### src/rtl/gf180mcu_fd_sc_mcu7t5v0__invchain_bist.sv
// LFSR-driven BIST for an inverter-chain test structure; INVCHAIN_BIST_FIRST_FAIL_EN adds FAIL_IDX capture.
// DONE follows the accepting START edge by 1 + NVEC*(SETTLE_CYC+2) cycles; no backpressure, START ignored while BUSY.
module gf180mcu_fd_sc_mcu7t5v0__invchain_bist #(
    parameter int CHAIN_LEN  = 1,
    parameter int SETTLE_CYC = 4,
    parameter int NVEC       = 256,
    parameter int ERR_W      = 8
) (
    input  logic             CLK,
    input  logic             RN,
    input  logic             START,
    input  logic             ZN_RET,
    output logic             I_DRV,
    output logic             BUSY,
    output logic             DONE,
    output logic             PASS,
    output logic [ERR_W-1:0] ERR_CNT,
    output logic [15:0]      VEC_CNT
`ifdef INVCHAIN_BIST_FIRST_FAIL_EN
    ,
    output logic [15:0]      FAIL_IDX
`endif
);

    localparam int              SW        = (SETTLE_CYC > 1) ? $clog2(SETTLE_CYC) : 1;
    localparam logic            INV_PAR   = ((CHAIN_LEN % 2) != 0);
    localparam logic [15:0]     LAST_VEC  = 16'(NVEC - 1);
    localparam logic [SW-1:0]   SETTLE_LD = SW'(SETTLE_CYC - 1);

    if (SETTLE_CYC < 3) begin : g_bad_settle
        $error("SETTLE_CYC must be at least 3 to cover the 2-flop synchronizer");
    end
    if (NVEC < 1 || NVEC > 65535) begin : g_bad_nvec
        $error("NVEC must be in 1..65535");
    end

    typedef enum logic [2:0] {
        ST_IDLE,
        ST_LOAD,
        ST_DRIVE,
        ST_WAIT,
        ST_SAMPLE,
        ST_DONE
    } state_t;

    state_t           state, state_nxt;
    logic [7:0]       lfsr, lfsr_nxt;
    logic [SW-1:0]    settle, settle_nxt;
    logic             idrv_nxt;
    logic [ERR_W-1:0] err_nxt;
    logic [15:0]      vec_nxt;
    logic             busy_nxt, done_nxt, pass_nxt;
    logic             zs_meta, zs;
    logic             lfsr_fb, mismatch;
`ifdef INVCHAIN_BIST_FIRST_FAIL_EN
    logic [15:0]      fidx_nxt;
`endif

    // x^8+x^6+x^5+x^4+1, shifting toward bit 0
    assign lfsr_fb  = lfsr[0] ^ lfsr[2] ^ lfsr[3] ^ lfsr[4];
    assign mismatch = (zs != (I_DRV ^ INV_PAR));

    always_ff @(posedge CLK or negedge RN) begin
        if (!RN) begin
            zs_meta <= 1'b0;
            zs      <= 1'b0;
        end else begin
            zs_meta <= ZN_RET;
            zs      <= zs_meta;
        end
    end

    always_comb begin
        state_nxt  = state;
        lfsr_nxt   = lfsr;
        settle_nxt = settle;
        idrv_nxt   = I_DRV;
        err_nxt    = ERR_CNT;
        vec_nxt    = VEC_CNT;
`ifdef INVCHAIN_BIST_FIRST_FAIL_EN
        fidx_nxt   = FAIL_IDX;
`endif
        case (state)
            ST_IDLE: begin
                if (START) state_nxt = ST_LOAD;
            end
            ST_LOAD: begin
                lfsr_nxt  = 8'h01;
                err_nxt   = '0;
                vec_nxt   = '0;
`ifdef INVCHAIN_BIST_FIRST_FAIL_EN
                fidx_nxt  = '0;
`endif
                state_nxt = ST_DRIVE;
            end
            ST_DRIVE: begin
                idrv_nxt   = lfsr[0];
                lfsr_nxt   = {lfsr_fb, lfsr[7:1]};
                settle_nxt = SETTLE_LD;
                state_nxt  = ST_WAIT;
            end
            ST_WAIT: begin
                if (settle == '0) state_nxt = ST_SAMPLE;
                else              settle_nxt = settle - SW'(1);
            end
            ST_SAMPLE: begin
                if (mismatch) begin
                    if (ERR_CNT != '1) err_nxt = ERR_CNT + ERR_W'(1);
`ifdef INVCHAIN_BIST_FIRST_FAIL_EN
                    if (ERR_CNT == '0) fidx_nxt = VEC_CNT;
`endif
                end
                vec_nxt   = VEC_CNT + 16'd1;
                state_nxt = (VEC_CNT == LAST_VEC) ? ST_DONE : ST_DRIVE;
            end
            ST_DONE: begin
                if (START) state_nxt = ST_LOAD;
            end
            default: state_nxt = ST_IDLE;
        endcase
    end

    // Status flags are registered from next-state so they align with the state register.
    assign busy_nxt = (state_nxt == ST_LOAD) || (state_nxt == ST_DRIVE) ||
                      (state_nxt == ST_WAIT) || (state_nxt == ST_SAMPLE);
    assign done_nxt = (state_nxt == ST_DONE);
    assign pass_nxt = done_nxt && (err_nxt == '0);

    always_ff @(posedge CLK or negedge RN) begin
        if (!RN) begin
            state    <= ST_IDLE;
            lfsr     <= 8'h01;
            settle   <= '0;
            I_DRV    <= 1'b0;
            ERR_CNT  <= '0;
            VEC_CNT  <= '0;
            BUSY     <= 1'b0;
            DONE     <= 1'b0;
            PASS     <= 1'b0;
`ifdef INVCHAIN_BIST_FIRST_FAIL_EN
            FAIL_IDX <= '0;
`endif
        end else begin
            state    <= state_nxt;
            lfsr     <= lfsr_nxt;
            settle   <= settle_nxt;
            I_DRV    <= idrv_nxt;
            ERR_CNT  <= err_nxt;
            VEC_CNT  <= vec_nxt;
            BUSY     <= busy_nxt;
            DONE     <= done_nxt;
            PASS     <= pass_nxt;
`ifdef INVCHAIN_BIST_FIRST_FAIL_EN
            FAIL_IDX <= fidx_nxt;
`endif
        end
    end

endmodule

### config.mk
export PLATFORM = sky130hd
export DESIGN_NAME = gf180mcu_fd_sc_mcu7t5v0__invchain_bist
export DESIGN_NICKNAME = d
export VERILOG_FILES = /design/src/rtl/gf180mcu_fd_sc_mcu7t5v0__invchain_bist.sv
export SDC_FILE = /design/constraint.sdc
export NUM_CORES = 1
export LEC_CHECK = 0
export CORE_ASPECT_RATIO = 0.6
export CORE_MARGIN = 5
export CORE_UTILIZATION = 39
export CTS_CLUSTER_DIAMETER = 150
export DETAILED_ROUTE_END_ITERATION = 10
export GPL_TIMING_DRIVEN = 0
export PLACE_DENSITY_LB_ADDON = 0.1
export SLEW_MARGIN = 40
export SYNTH_ARGS = -nofsm -noshare
export SYNTH_HDL_FRONTEND = slang
export SYNTH_SLANG_ARGS = --single-unit
export TNS_END_PERCENT = 30
### constraint.sdc
create_clock -name CLK -period 2.18 [get_ports CLK]
set_input_delay 0.654 -clock CLK [delete_from_list [all_inputs] [get_ports CLK]]
set_output_delay 0.654 -clock CLK [all_outputs]
set_load 0.1 [all_outputs]
After elaboration in Yosys (flattened, before gate mapping)
Index checks and enable logic that the tools add are counted.
{"block": "word_totals", "reg_bits": 43, "latch_bits": 0, "ram_bits": 0, "rom_bits": 0, "inputBits": 4, "output_inout_bits": 28, "word_cells": 55, "memories": 0}
{"block": "classes", "n_addsub": 3, "n_mul": 0, "div_mod_pow": 0, "order_cmp": 0, "n_eq_ne": 14, "n_shift": 0, "mux": 11, "bitwise_logic": 4, "n_reduce_logical": 12}
{"operator": "$pmux 16 s2", "count": 1}
{"operator": "$pmux 8 s2", "count": 2}
{"operator": "$add 16x1->16 const B", "count": 1}
{"operator": "$eq 16x8->1 const B", "count": 1}
{"operator": "$mux 8", "count": 2}
{"operator": "$pmux 3 s5", "count": 1}
{"operator": "$eq 3x2->1 const B", "count": 4}
{"operator": "$eq 3x3->1 const B", "count": 4}
{"operator": "$mux 3", "count": 3}
{"operator": "$add 8x1->8 const B", "count": 1}
{"operator": "$logic_not 8->1", "count": 1}
{"operator": "$ne 8x8->1 const B", "count": 1}
{"operator": "$eq 3x1->1 const B", "count": 2}
{"operator": "$reduce_bool 2->1", "count": 3}
{"operator": "$pmux 2 s2", "count": 1}
{"operator": "$logic_not 3->1", "count": 1}
{"operator": "$logic_or 1x1->1", "count": 3}
{"operator": "$xor 1x1->1", "count": 3}
{"operator": "$logic_not 2->1", "count": 1}
{"operator": "$mux 2", "count": 1}
{"operator": "$ne 2x2->1 const B", "count": 1}
{"operator": "$reduce_and 2->1", "count": 1}
{"operator": "$reduce_or 2->1", "count": 1}
{"operator": "$sub 2x1->2 const B", "count": 1}
{"operator": "3 further kinds", "count": 3}

Longest topological paths before layout
Gate-level depths: netlist (run 1).
{"block": "depth", "depth_word": 7, "ltp_mapped": 7, "depth_no_buf": 6}

Worst setup path before layout (run 1)
No wires, ideal clock.
{"block": "synth_timing", "path_type": "register -> register", "from": "reg VEC_CNT[0]", "to": "reg VEC_CNT[12]", "setup_time_ns": 0.073, "arrival_ns": 2.589, "required_time_ns": 2.107, "setup_slack_ns": -0.482, "stages_incl_launch_ff": 7, "path_buffers": 0, "period_less_slack_ns": 2.662, "path_cell_list": "dfrtp_1 ha_1 inv_1 or3_4 or2_4 or4b_1 nand3_1"}
{"block": "synth_via", "elab_chain_cells": 2}
{"element": "from (decl)", "line_no": "18", "rtl": "output logic [15:0] VEC_CNT"}
{"element": "from (signal assigned)", "line_no": "149", "rtl": "VEC_CNT <= vec_nxt;"}
{"element": "$add 16x1->16", "line_no": "113", "rtl": "vec_nxt = VEC_CNT + 16'd1;"}
{"element": "$pmux 16 s2", "line_no": "83", "rtl": "case (state)"}
No other way between the ends.
A chain may end at the register's enable or synchronous reset.

Worst setup path in the final report (run 1)
Ends and elaborated chain as after synthesis.

==> results of run 1 <==
[routing by layer]
metal,up-vias,GRT usage,part of all wire
li1,961,-,-
met1,918,0.243,0.55
met2,44,0.211,0.39
met3,7,0.0409,0.048
met4,0,0.0504,0.011
met5,-,0,0
[registers in the layout, summed over array words and instances, names as in the netlist]
| register | count |
|---|---|
| DONE | 1 |
| state | 3 |
| lfsr | 8 |
| settle | 2 |
| PASS | 1 |
| ERR_CNT | 8 |
| zs_meta | 1 |
| I_DRV | 1 |
| VEC_CNT | 16 |
| BUSY | 1 |
| zs | 1 |
[area by class of cell]
class	instances	area, um2	share of cell area
Sequential cell	43	1110	0.404
Inverter	9	33.8	0.0123
Clock inverter	2	60.1	0.0219
Multi-Input combinational cell	171	1140	0.413
Clock buffer	6	72.6	0.0264
Tap cell	80	100	0.0364
Timing Repair Buffer	32	188	0.0683
Buffer	11	47.5	0.0173
[cell usage in the layout, fill, tap and decap left out, types with 4 or more instances in the layout]
cell / n
sky130_fd_sc_hd__a21oi_1: 7
sky130_fd_sc_hd__nor3_1: 4
sky130_fd_sc_hd__dfrtp_2: 11
sky130_fd_sc_hd__o31ai_1: 4
sky130_fd_sc_hd__nand3_1: 15
sky130_fd_sc_hd__nand2_1: 25
sky130_fd_sc_hd__a22oi_1: 9
sky130_fd_sc_hd__dfrtp_4: 5
sky130_fd_sc_hd__and3_1: 5
sky130_fd_sc_hd__o21ai_0: 25
sky130_fd_sc_hd__nand4_1: 5
sky130_fd_sc_hd__nor2_1: 8
sky130_fd_sc_hd__clkbuf_8: 5
sky130_fd_sc_hd__dfrtp_1: 26
sky130_fd_sc_hd__inv_1: 8
sky130_fd_sc_hd__o211ai_1: 6
sky130_fd_sc_hd__buf_2: 28
sky130_fd_sc_hd__clkbuf_1: 9
sky130_fd_sc_hd__mux2i_1: 5
[power by group through the flow]
stage | Sequential [mW] | Combinational [mW] | Clock, mW
CTS | 1.06 | 0.872 | 0.749
global route | 1.09 | 0.966 | 0.781
global placement | 1.08 | 0.880 | 0
floorplan | 1.24 | 0.503 | 0
finish | 1.07 | 0.874 | 0.729
detailed placement | 1.08 | 0.872 | 0
[metrics by stage]
| stage | TNS, ps | worst slack (ps) |
|---|---|---|
| after CTS | 0 | 49.1 |
| final | 0 | 129 |
| after floorplan | -0.668 | -0.668 |
| after global routing | 0 | 20.5 |
| after global placement | -36470 | -1060 |
| after detailed placement | -125 | -106 |
[how the worst max path moves through the flow]
stage	end	slack (ps)	cells past startpoint
2_1_floorplan	PASS$_DFF_PN0_	-0.7	6
3_3_place_gp	VEC_CNT[0]$_DFFE_PN0N_	-1060	1
3_5_place_dp	PASS$_DFF_PN0_	-110	6
4_1_cts	VEC_CNT[15]$_DFFE_PN0N_	50	7
5_1_grt	PASS$_DFF_PN0_	20	6
6_report	VEC_CNT[12]$_DFFE_PN0N_	130	6
[cell families after synthesis]
logic type / after synthesis / synth area share
simple gates: 86 / 0.214
compound gates: 71 / 0.209
flops: 43 / 0.480
buf+inv: 20 / 0.0340
mux: 6 / 0.0273
xor+xnor: 5 / 0.0195
fa+ha+maj: 3 / 0.0167
[worst max-delay path, stage by stage (launching register included)]
cell and delay (ps):
sky130_fd_sc_hd__dfrtp_4 480, sky130_fd_sc_hd__ha_4 160, sky130_fd_sc_hd__inv_1 70, sky130_fd_sc_hd__or3_4 420
sky130_fd_sc_hd__or2_4 270, sky130_fd_sc_hd__or4b_1 500, sky130_fd_sc_hd__nand3_1 90
[timing repair]
action / 4_1_cts / 5_1_grt
setup endpoints to repair: 2 / 4
pin swaps: 0 / 1
hold buffers: 0 / 0
endpoints found under the hold margin: 0 / 0
resized for setup: 3 / 8
==> impl_summary.txt, run 1 <==
----------------------------------------------------
[Floorplanning]
  Boundary pin count ... 32
  Y dimension of the die ... 68.8 um
  Overall die area ... 7420 um2
  Die X-Extent ... 108 um
  Count of standard-cell rows ... 21
  Initial Util ... 0.403
  Core area ... 5570 um2

[Timing]
  Number of endpoints failing setup at the final stage ... 0
  Unrepaired setup endpoints after global routing ... no
  Actual transition at the worst max-transition pin ... 692 ps
  Setup clock skew after layout ... 7.05 ps
  Relative max-transition margin ... 0.538
  Hold Vio Cnt, Final ... 0
  Highest attainable clock frequency ... 0.487 GHz
  Final clock period utilization by the worst path ... 0.941
  Worst hold-check slack ... 194 ps
  Max-slew violations ... 0
  Final worst path period need ... 2050 ps

[Yosys]
  Mapped Area ... 2240 um2
  Number of distinct standard cells referenced by the synthesized netlist ... 52
  Most frequent cells after synthesis ... sky130_fd_sc_hd__dfrtp_1 (42), sky130_fd_sc_hd__nand2_1 (25), sky130_fd_sc_hd__o21ai_0 (25)
  Instance count of the mapped netlist ... 234
  Async set or reset register ratio after synthesis ... 1.00
  Top_reg_cell synth ... sky130_fd_sc_hd__dfrtp_1
  Sequential element share of the synthesized area ... 0.480
  Largest cells by area after synthesis ... sky130_fd_sc_hd__dfrtp_1 (47%), sky130_fd_sc_hd__o21ai_0 (5.6%), sky130_fd_sc_hd__nand2_1 (4.2%), sky130_fd_sc_hd__nand3_1 (3.3%), sky130_fd_sc_hd__a22oi_1 (3.0%)
  Yosys warning count ... 0
  Mean area per synthesized cell ... 9.59 um2
  Count of flip-flops with a built-in enable after synthesis ... 0
  Flop and latch count out of synthesis ... 43
  Post-synth top area cell ... sky130_fd_sc_hd__dfrtp_1
  Most repeated cell in the gate-level netlist after synthesis ... sky130_fd_sc_hd__dfrtp_1
  Portion of synthesized cell area occupied by the leading cell type ... 0.468
  Total nets after synthesis ... 241

[Global routing]
  Vias in the first global route ... 1796
  Global-route wire length before repair ... 9.14 mm
  Total global-route track usage ... 0.158
  GR Overflow Total ... 0
  Maximum number of pins on one net before global-route repair ... 32
  Initial antenna violation count ... 0

[Drt]
  Vias post-DR ... 1930
  Total length of routed wires ... 5.37 mm
  Drt wl/cell ... 15.2 um
  DRT Pass-1 Iters ... 4
  Starting DRT DRC Count ... 103
  Vias per cell ... 5.45
  DRC viols ... 0
  Routed Antenna Nets ... 0

[Final layout]
  # diodes ... 0
  Layout cell share with drive strength beyond 1 ... 0.259
  Non-Filler Cell Area, Final ... 2750 um2
  Share of the core filled with cells in the final layout ... 0.493
  Area growth syn-to-layout ... 22.5%
  Net total in the final layout ... 280
  Number of fill cells in the layout ... 555
  Non-filler instance count after layout ... 354

[Hold path]
  Classification of the worst-slack hold path ... input port to async pin

[Pwr]
  Final Power ... 2.67 mW
  Switching power share of the total ... 0.369
  Portion of total power attributed to combinational logic ... 0.327
  Reg power frac ... 0.400
  Cell-internal power ... 1.69 mW
  Maximum resistive drop on vdd ... 0.318 mV
  Sw Pwr ... 0.985 mW
  Pwr Density ... 972 nW/um2
  Leakage power figure ... 1.23 nW
  Clock group share of total power ... 0.273

[Setup path]
  Setup slack, reg-to-reg ... 130 ps
  Worst reg2reg path endpoint ... VEC_CNT[12]$_DFFE_PN0N_
  Critical path required time ... 2420 ps
  Max Fanout on Critical Path ... 7
  Endpoint type of the worst setup path ... flop
  Worst Reg2Reg Path Length in Cells ... 6
  Source of the critical timing path ... VEC_CNT[0]$_DFFE_PN0N_
  Critical path class ... flop to flop
  CP startpoint kind ... flop
  Arr. time, crit path ... 2290 ps
  Start of the worst register-to-register path ... VEC_CNT[0]$_DFFE_PN0N_

[Clock tree]
  Reg clk slew, reported paths ... 80 ps
  Sink count of the clock tree ... 43
  Clock insertion delay at the later pin of the skew report ... 300 ps
  CTS tree ... yes
  Clk Tree Root Cell ... sky130_fd_sc_hd__clkbuf_8
  Clock buffer count from CTS ... 5
  Number of buffers inserted to repair setup after CTS ... 0
  Maximum level of the CTS H-tree ... 2
  CTS max path bufs ... 2

[Place]
  # placed instances ... 346
  Final HPWL DP ... 3.93 mm
  Standard cell area after detailed placement ... 2570 um2
  Placer's final routability congestion estimate ... 0.855
  Number of I/O port buffers ... 31

[Run status]
  Outcome ... completed

[Flow run]
  Max cap viols ... 0

----------------------------------------------------
Note: power is estimated with default switching activity, not from simulation.
==> run 2, diff against run 1 <==
- RECOVER_POWER: unset -> 25
==> impl_summary.txt, run 2 (synthesized netlist as in run 1, its figures left out) <==
----------------------------------------------------
[Clock tree]
  Reg clk slew, reported paths ... 80 ps (about the same)
  Clk Tree Root Cell ... sky130_fd_sc_hd__clkbuf_8
  CTS tree ... yes
  Maximum level of the CTS H-tree ... 2 (unchanged)
  Clock insertion delay at the later pin of the skew report ... 300 ps (about the same)
  Sink count of the clock tree ... 43 (unchanged)
  CTS max path bufs ... 2 (unchanged)
  Number of buffers inserted to repair setup after CTS ... 0 (unchanged)
  Clock buffer count from CTS ... 5 (unchanged)

[Place]
  Final HPWL DP ... 3.93 mm (unchanged)
  Placer's final routability congestion estimate ... 0.855 (unchanged)
  Standard cell area after detailed placement ... 2570 um2 (unchanged)
  Number of I/O port buffers ... 31 (unchanged)
  # placed instances ... 346 (unchanged)
  Post-Place Setup Slack ... -106 ps (unchanged)

[Drt]
  Drt wl/cell ... 15.1 um (about the same)
  Routed Antenna Nets ... 0 (unchanged)
  Starting DRT DRC Count ... 100 (-2.9%)
  Vias post-DR ... 1933 (+0.16%)
  Vias per cell ... 5.46 (+0.16%)
  DRT Pass-1 Iters ... 5 (+1)
  DRC viols ... 0 (unchanged)
  Total length of routed wires ... 5.36 mm (about the same)

[Setup path]
  CP startpoint kind ... flop
  Critical path class ... flop to flop
  Arr. time, crit path ... 2290 ps (about the same)
  Endpoint type of the worst setup path ... flop
  Max Fanout on Critical Path ... 7 (unchanged)
  Critical path required time ... 2420 ps (about the same)

[Timing]
  Actual transition at the worst max-transition pin ... 780 ps (+88.2 ps)
  Worst hold-check slack ... 357 ps (+163 ps)
  Number of endpoints failing setup at the final stage ... 0 (unchanged)
  Setup clock skew after layout ... 6.70 ps (-0.353 ps)
  Unrepaired setup endpoints after global routing ... no
  Hold Vio Cnt, Final ... 0 (unchanged)
  Highest attainable clock frequency ... 0.487 GHz (about the same)
  Setup slack after layout ... 127 ps (-1.43 ps)
  Relative max-transition margin ... 0.480 (-0.0579)
  Max-slew violations ... 0 (unchanged)
  Final clock period utilization by the worst path ... 0.942 (about the same)
  Final worst path period need ... 2050 ps (+1.43 ps)

[Final layout]
  Non-filler instance count after layout ... 354 (unchanged)
  Flip-flop count of the largest register after layout ... 16 (unchanged)
  Layout cell share with drive strength beyond 1 ... 0.255 (-0.00365)
  Most common cell after layout, fill and taps aside ... sky130_fd_sc_hd__buf_2
  Largest registers ranked by flip-flop count ... VEC_CNT (16), ERR_CNT (8), lfsr (8)
  Area growth syn-to-layout ... 21.6%
  Non-Filler Cell Area, Final ... 2730 um2 (-0.68%)
  Number of fill cells in the layout ... 557 (+0.36%)
  Net total in the final layout ... 280 (unchanged)
  Share of the core filled with cells in the final layout ... 0.490 (-0.00337)
  Leading cell types in the layout, fill and taps excluded ... sky130_fd_sc_hd__buf_2 (28), sky130_fd_sc_hd__dfrtp_1 (26), sky130_fd_sc_hd__nand2_1 (25), sky130_fd_sc_hd__o21ai_0 (25), sky130_fd_sc_hd__nand3_1 (15)
  Most flop-heavy register ... VEC_CNT
  # diodes ... 0 (unchanged)

[Pwr]
  Pwr Density ... 977 nW/um2 (+0.46%)
  Leakage power figure ... 1.22 nW (-0.72%)
  Maximum resistive drop on vdd ... 0.317 mV (-0.23%)

[Floorplanning]
  Boundary pin count ... 32 (unchanged)
  Count of standard-cell rows ... 21 (unchanged)
  Y dimension of the die ... 68.8 um (unchanged)
  Die X-Extent ... 108 um (unchanged)
  Initial Util ... 0.403 (unchanged)
  Overall die area ... 7420 um2 (unchanged)
  Core area ... 5570 um2 (unchanged)

[Global routing]
  Maximum number of pins on one net before global-route repair ... 32 (unchanged)
  Total global-route track usage ... 0.158 (unchanged)
  Initial antenna violation count ... 0 (unchanged)
  Global-route wire length before repair ... 9.14 mm (unchanged)
  GR Overflow Total ... 0 (unchanged)
  Vias in the first global route ... 1796 (unchanged)

[Hold path]
  Classification of the worst-slack hold path ... input port to async pin

[Flow run]
  Max cap viols ... 0 (unchanged)

[Run status]
  Outcome ... completed

----------------------------------------------------
==> run 2: cell types whose count changed in the layout (fill, tap and decap cells not counted), sizes merged <==
cell / change
buf: -2
clkbuf: +2
==> run 2: layout make-up <==
type / count / area (um2) / share of cell area
clock buffer: 6 / 72.6 / 0.0266
multi-input combinational: 171 / 1140 / 0.416
inverter: 9 / 33.8 / 0.0124
clock inverter: 2 / 60.1 / 0.0220
tap: 80 / 100 / 0.0367
buffer: 11 / 47.5 / 0.0174
timing repair buffer: 32 / 169 / 0.0619
sequential: 43 / 1110 / 0.407
==> run 2: path summary, 6_finish.rpt <==
path	from	endpoint	slack, ps	depth (start not counted)
hold / removal	RN	ERR_CNT[3]$_DFF_PN0_	360	1
setup / recovery	VEC_CNT[0]$_DFFE_PN0N_	VEC_CNT[12]$_DFFE_PN0N_	130	6
setup reg to reg	VEC_CNT[0]$_DFFE_PN0N_	VEC_CNT[12]$_DFFE_PN0N_	130	6
max in group asynchronous	RN	VEC_CNT[0]$_DFFE_PN0N_	540	2
hold reg to reg	zs_meta$_DFF_PN0_	zs$_DFF_PN0_	360	0
min in group CLK	zs_meta$_DFF_PN0_	zs$_DFF_PN0_	360	0
==> run 2: timing repair <==
action / in CTS / in global routing
resized for setup: 3 / 8
hold buffers: 0 / 0
pin swaps: 0 / 1
gates cloned: 0 / 0
endpoints found under the setup margin: 2 / 4
==> run 2: where the power goes <==
group | leakage (nW) | total (mW) | internal [mW] | switching (mW)
logic | 0.613 | 0.867 | 0.283 | 0.584
registers | 0.542 | 1.07 | 0.941 | 0.128
clock network | 0.0654 | 0.729 | 0.458 | 0.271
total | 1.22 | 2.66 | 1.68 | 0.983
==> run 2: through the flow <==
stage	total power [mW]	setup TNS (ps)
floorplan	1.74	-0.668
global placement	1.96	-36470
detailed placement	1.95	-125
CTS	2.68	0
global route	2.83	0
finish	2.66	0
==> run 2: routing by layer <==
metal	global-route usage	vias to the layer above	routed length, um
met3	0.0409	7	284
met5	0	-	0
li1	-	961	-
met2	0.211	49	2110
met1	0.243	916	2910
met4	0.0504	0	57
==> run 2: worst max-delay path: stages (launching register included) <==
cell                      delay (ps)
sky130_fd_sc_hd__dfrtp_4         480
sky130_fd_sc_hd__ha_4            170
sky130_fd_sc_hd__inv_1            70
sky130_fd_sc_hd__or3_4           420
sky130_fd_sc_hd__or2_4           270
sky130_fd_sc_hd__or4b_1          500
sky130_fd_sc_hd__nand3_1          90
==> run 3, diff against run 2 <==
- CORE_ASPECT_RATIO: 0.6 -> unset
- CORE_UTILIZATION: 39 -> 50
- PLACE_DENSITY_LB_ADDON: 0.1 -> 0.12
==> impl_summary.txt, run 3 (synthesized netlist as in run 1, its figures left out) <==
----------------------------------------------------
[Pwr]
  Leakage power figure ... 1.21 nW (-0.97%)
  Maximum resistive drop on vdd ... 0.553 mV (+74%)
  Pwr Density ... 981 nW/um2 (+0.42%)
  Final Power ... 2.63 mW (-1.4%)

[Global routing]
  GR Overflow Total ... 0 (unchanged)
  Global-route wire length before repair ... 8.71 mm (-4.6%)
  Total global-route track usage ... 0.176 (+0.0179)
  Vias in the first global route ... 1850 (+3.0%)
  Maximum number of pins on one net before global-route repair ... 44 (+38%)
  Initial antenna violation count ... 0 (unchanged)

[Drt]
  Starting DRT DRC Count ... 191 (+91%)
  DRC viols ... 0 (unchanged)
  Vias post-DR ... 1918 (-0.78%)
  DRT Pass-1 Iters ... 6 (+1)
  Vias per cell ... 5.88 (+7.7%)
  Total length of routed wires ... 4.85 mm (-9.6%)
  Routed Antenna Nets ... 0 (unchanged)
  Drt wl/cell ... 14.9 um (-1.9%)

[Floorplanning]
  Overall die area ... 5930 um2 (-20%)
  Boundary pin count ... 32 (unchanged)
  Core area ... 4350 um2 (-22%)
  Initial Util ... 0.515 (+0.112)
  Count of standard-cell rows ... 24 (+14%)
  Die X-Extent ... 77.0 um (-29%)
  Y dimension of the die ... 77.0 um (+12%)

[Setup path]
  Chain of cells forming the critical path ... clkbuf_2 > nor3b_2 > o211ai_1 > or3b_2 > a21oi_1 > and4b_1
  CP peak stage delay ... 490 ps (about the same)
  Critical path required time ... 2410 ps (about the same)
  Critical path class ... flop to flop
  Slowest-stage cell, CP ... sky130_fd_sc_hd__or3b_2
  Worst reg2reg path endpoint ... PASS$_DFF_PN0_
  Max Fanout on Critical Path ... 10 (+3)
  Setup slack, reg-to-reg ... 120 ps (about the same)
  CP startpoint kind ... flop
  Arr. time, crit path ... 2290 ps (about the same)
  Start of the worst register-to-register path ... state[1]$_DFF_PN0_
  Worst Reg2Reg Path Length in Cells ... 6 (unchanged)
  Endpoint type of the worst setup path ... flop

[Timing]
  Final clock period utilization by the worst path ... 0.944 (+0.00243)
  Relative max-transition margin ... 0.301 (-0.179)
  Max-slew violations ... 0 (unchanged)
  Actual transition at the worst max-transition pin ... 1050 ps (+268 ps)
  Highest attainable clock frequency ... 0.486 GHz (-0.26%)
  Final worst path period need ... 2060 ps (+5.29 ps)
  Hold Vio Cnt, Final ... 0 (unchanged)
  Number of endpoints failing setup at the final stage ... 0 (unchanged)
  Setup clock skew after layout ... 5.15 ps (-1.55 ps)
  Unrepaired setup endpoints after global routing ... no

[Clock tree]
  Sink count of the clock tree ... 43 (unchanged)
  Clk Tree Root Cell ... sky130_fd_sc_hd__clkbuf_8
  Reg clk slew, reported paths ... 80 ps (about the same)
  Clock insertion delay at the later pin of the skew report ... 300 ps (about the same)
  Clock buffer count from CTS ... 5 (unchanged)
  CTS tree ... yes
  Maximum level of the CTS H-tree ... 2 (unchanged)
  CTS max path bufs ... 2 (unchanged)
  Count of hold-fix buffers inserted at cts ... 0 (unchanged)

[Place]
  Placer's final routability congestion estimate ... 0.894 (+4.5%)
  # placed instances ... 317 (-8.4%)
  Final HPWL DP ... 3.46 mm (-12%)
  Number of I/O port buffers ... 31 (unchanged)

[Hold path]
  Critical hold path startpoint ... zs_meta$_DFF_PN0_
  End point of the worst hold path ... zs$_DFF_PN0_
  Hold-critical path depth ... 0
  Classification of the worst-slack hold path ... flop to flop

[Final layout]
  Layout cell share with drive strength beyond 1 ... 0.252 (-0.00365)
  Most common cell after layout, fill and taps aside ... sky130_fd_sc_hd__buf_2
  Most flop-heavy register ... VEC_CNT
  Leading cell types in the layout, fill and taps excluded ... sky130_fd_sc_hd__buf_2 (30), sky130_fd_sc_hd__dfrtp_1 (27), sky130_fd_sc_hd__nand2_1 (25), sky130_fd_sc_hd__o21ai_0 (25), sky130_fd_sc_hd__nand3_1 (15)
  Largest registers ranked by flip-flop count ... VEC_CNT (16), ERR_CNT (8), lfsr (8)
  Non-filler instance count after layout ... 326 (-7.9%)
  # diodes ... 0 (unchanged)
  Area growth syn-to-layout ... 19.5%
  Flip-flop count of the largest register after layout ... 16 (unchanged)
  Net total in the final layout ... 280 (unchanged)

[Flow run]
  Max cap viols ... 0 (unchanged)

[Run status]
  Outcome ... completed

----------------------------------------------------
==> run 3: critical path, delay by kind of cell, from the launching register on <==
kind	cells	cell delay, ps
AO/OA/AOI/OAI	2	420
buffers and inverters	1	190
flip-flops	1	400
AND/OR/NAND/NOR	3	990
==> run 3: metrics by stage <==
stage / TNS, ps / setup slack [ps] / area [um2] / util / hold slack (ps)
2_1_floorplan: -0.668 / -0.668 / 2290 / - / 331
3_3_place_gp: -31310 / -929 / 2660 / 0.611 / 334
3_5_place_dp: -74.7 / -74.7 / 2520 / 0.579 / 335
4_1_cts: 0 / 30.6 / 2660 / 0.611 / 353
5_1_grt: 0 / 2.55 / 2680 / 0.616 / 363
6_report: 0 / 122 / 2680 / 0.616 / 353
==> run 3: area by class of cell <==
type	instances	area, um2
inverters	9	33.8
plain buffers	11	45.0
flip-flops and latches	43	1110
fillers	379	1670
multi-input cells	171	1120
well taps	52	65.1
clock buffers	6	72.6
repair buffers	32	173
clock inverters	2	60.1
==> run 3: layer usage <==
| layer | vias to the layer above | part of all wire | track usage |
|---|---|---|---|
| li1 | 961 | - | - |
| met1 | 906 | 0.46 | 0.230 |
| met2 | 45 | 0.47 | 0.289 |
| met3 | 6 | 0.054 | 0.0410 |
| met4 | 0 | 0.013 | 0.0515 |
| met5 | - | 0 | 0 |
==> run 3: worst max-delay path by stage <==
stage,start,to,slack (ps),depth (start not counted)
6_report,state[1]$_DFF_PN0_,PASS$_DFF_PN0_,120,6
2_1_floorplan,ERR_CNT[4]$_DFF_PN0_,PASS$_DFF_PN0_,-0.7,6
4_1_cts,state[1]$_DFF_PN0_,VEC_CNT[15]$_DFFE_PN0N_,30,7
3_3_place_gp,RN,VEC_CNT[0]$_DFFE_PN0N_,-930,1
5_1_grt,state[1]$_DFF_PN0_,PASS$_DFF_PN0_,3,6
3_5_place_dp,state[0]$_DFF_PN0_,PASS$_DFF_PN0_,-70,6
==> run 3: report_power, final <==
part	internal [mW]	leakage (nW)	switching [mW]	total (mW)
Clock	0.458	0.0654	0.265	0.722
Sequential	0.939	0.542	0.121	1.06
Combinational	0.280	0.600	0.565	0.846
Total	1.68	1.21	0.951	2.63
==> run 3: timing repair <==
action,4_1_cts,5_1_grt
setup endpoints to repair,1,3
pin swaps,0,1
resized for setup,1,7
setup buffers,0,1
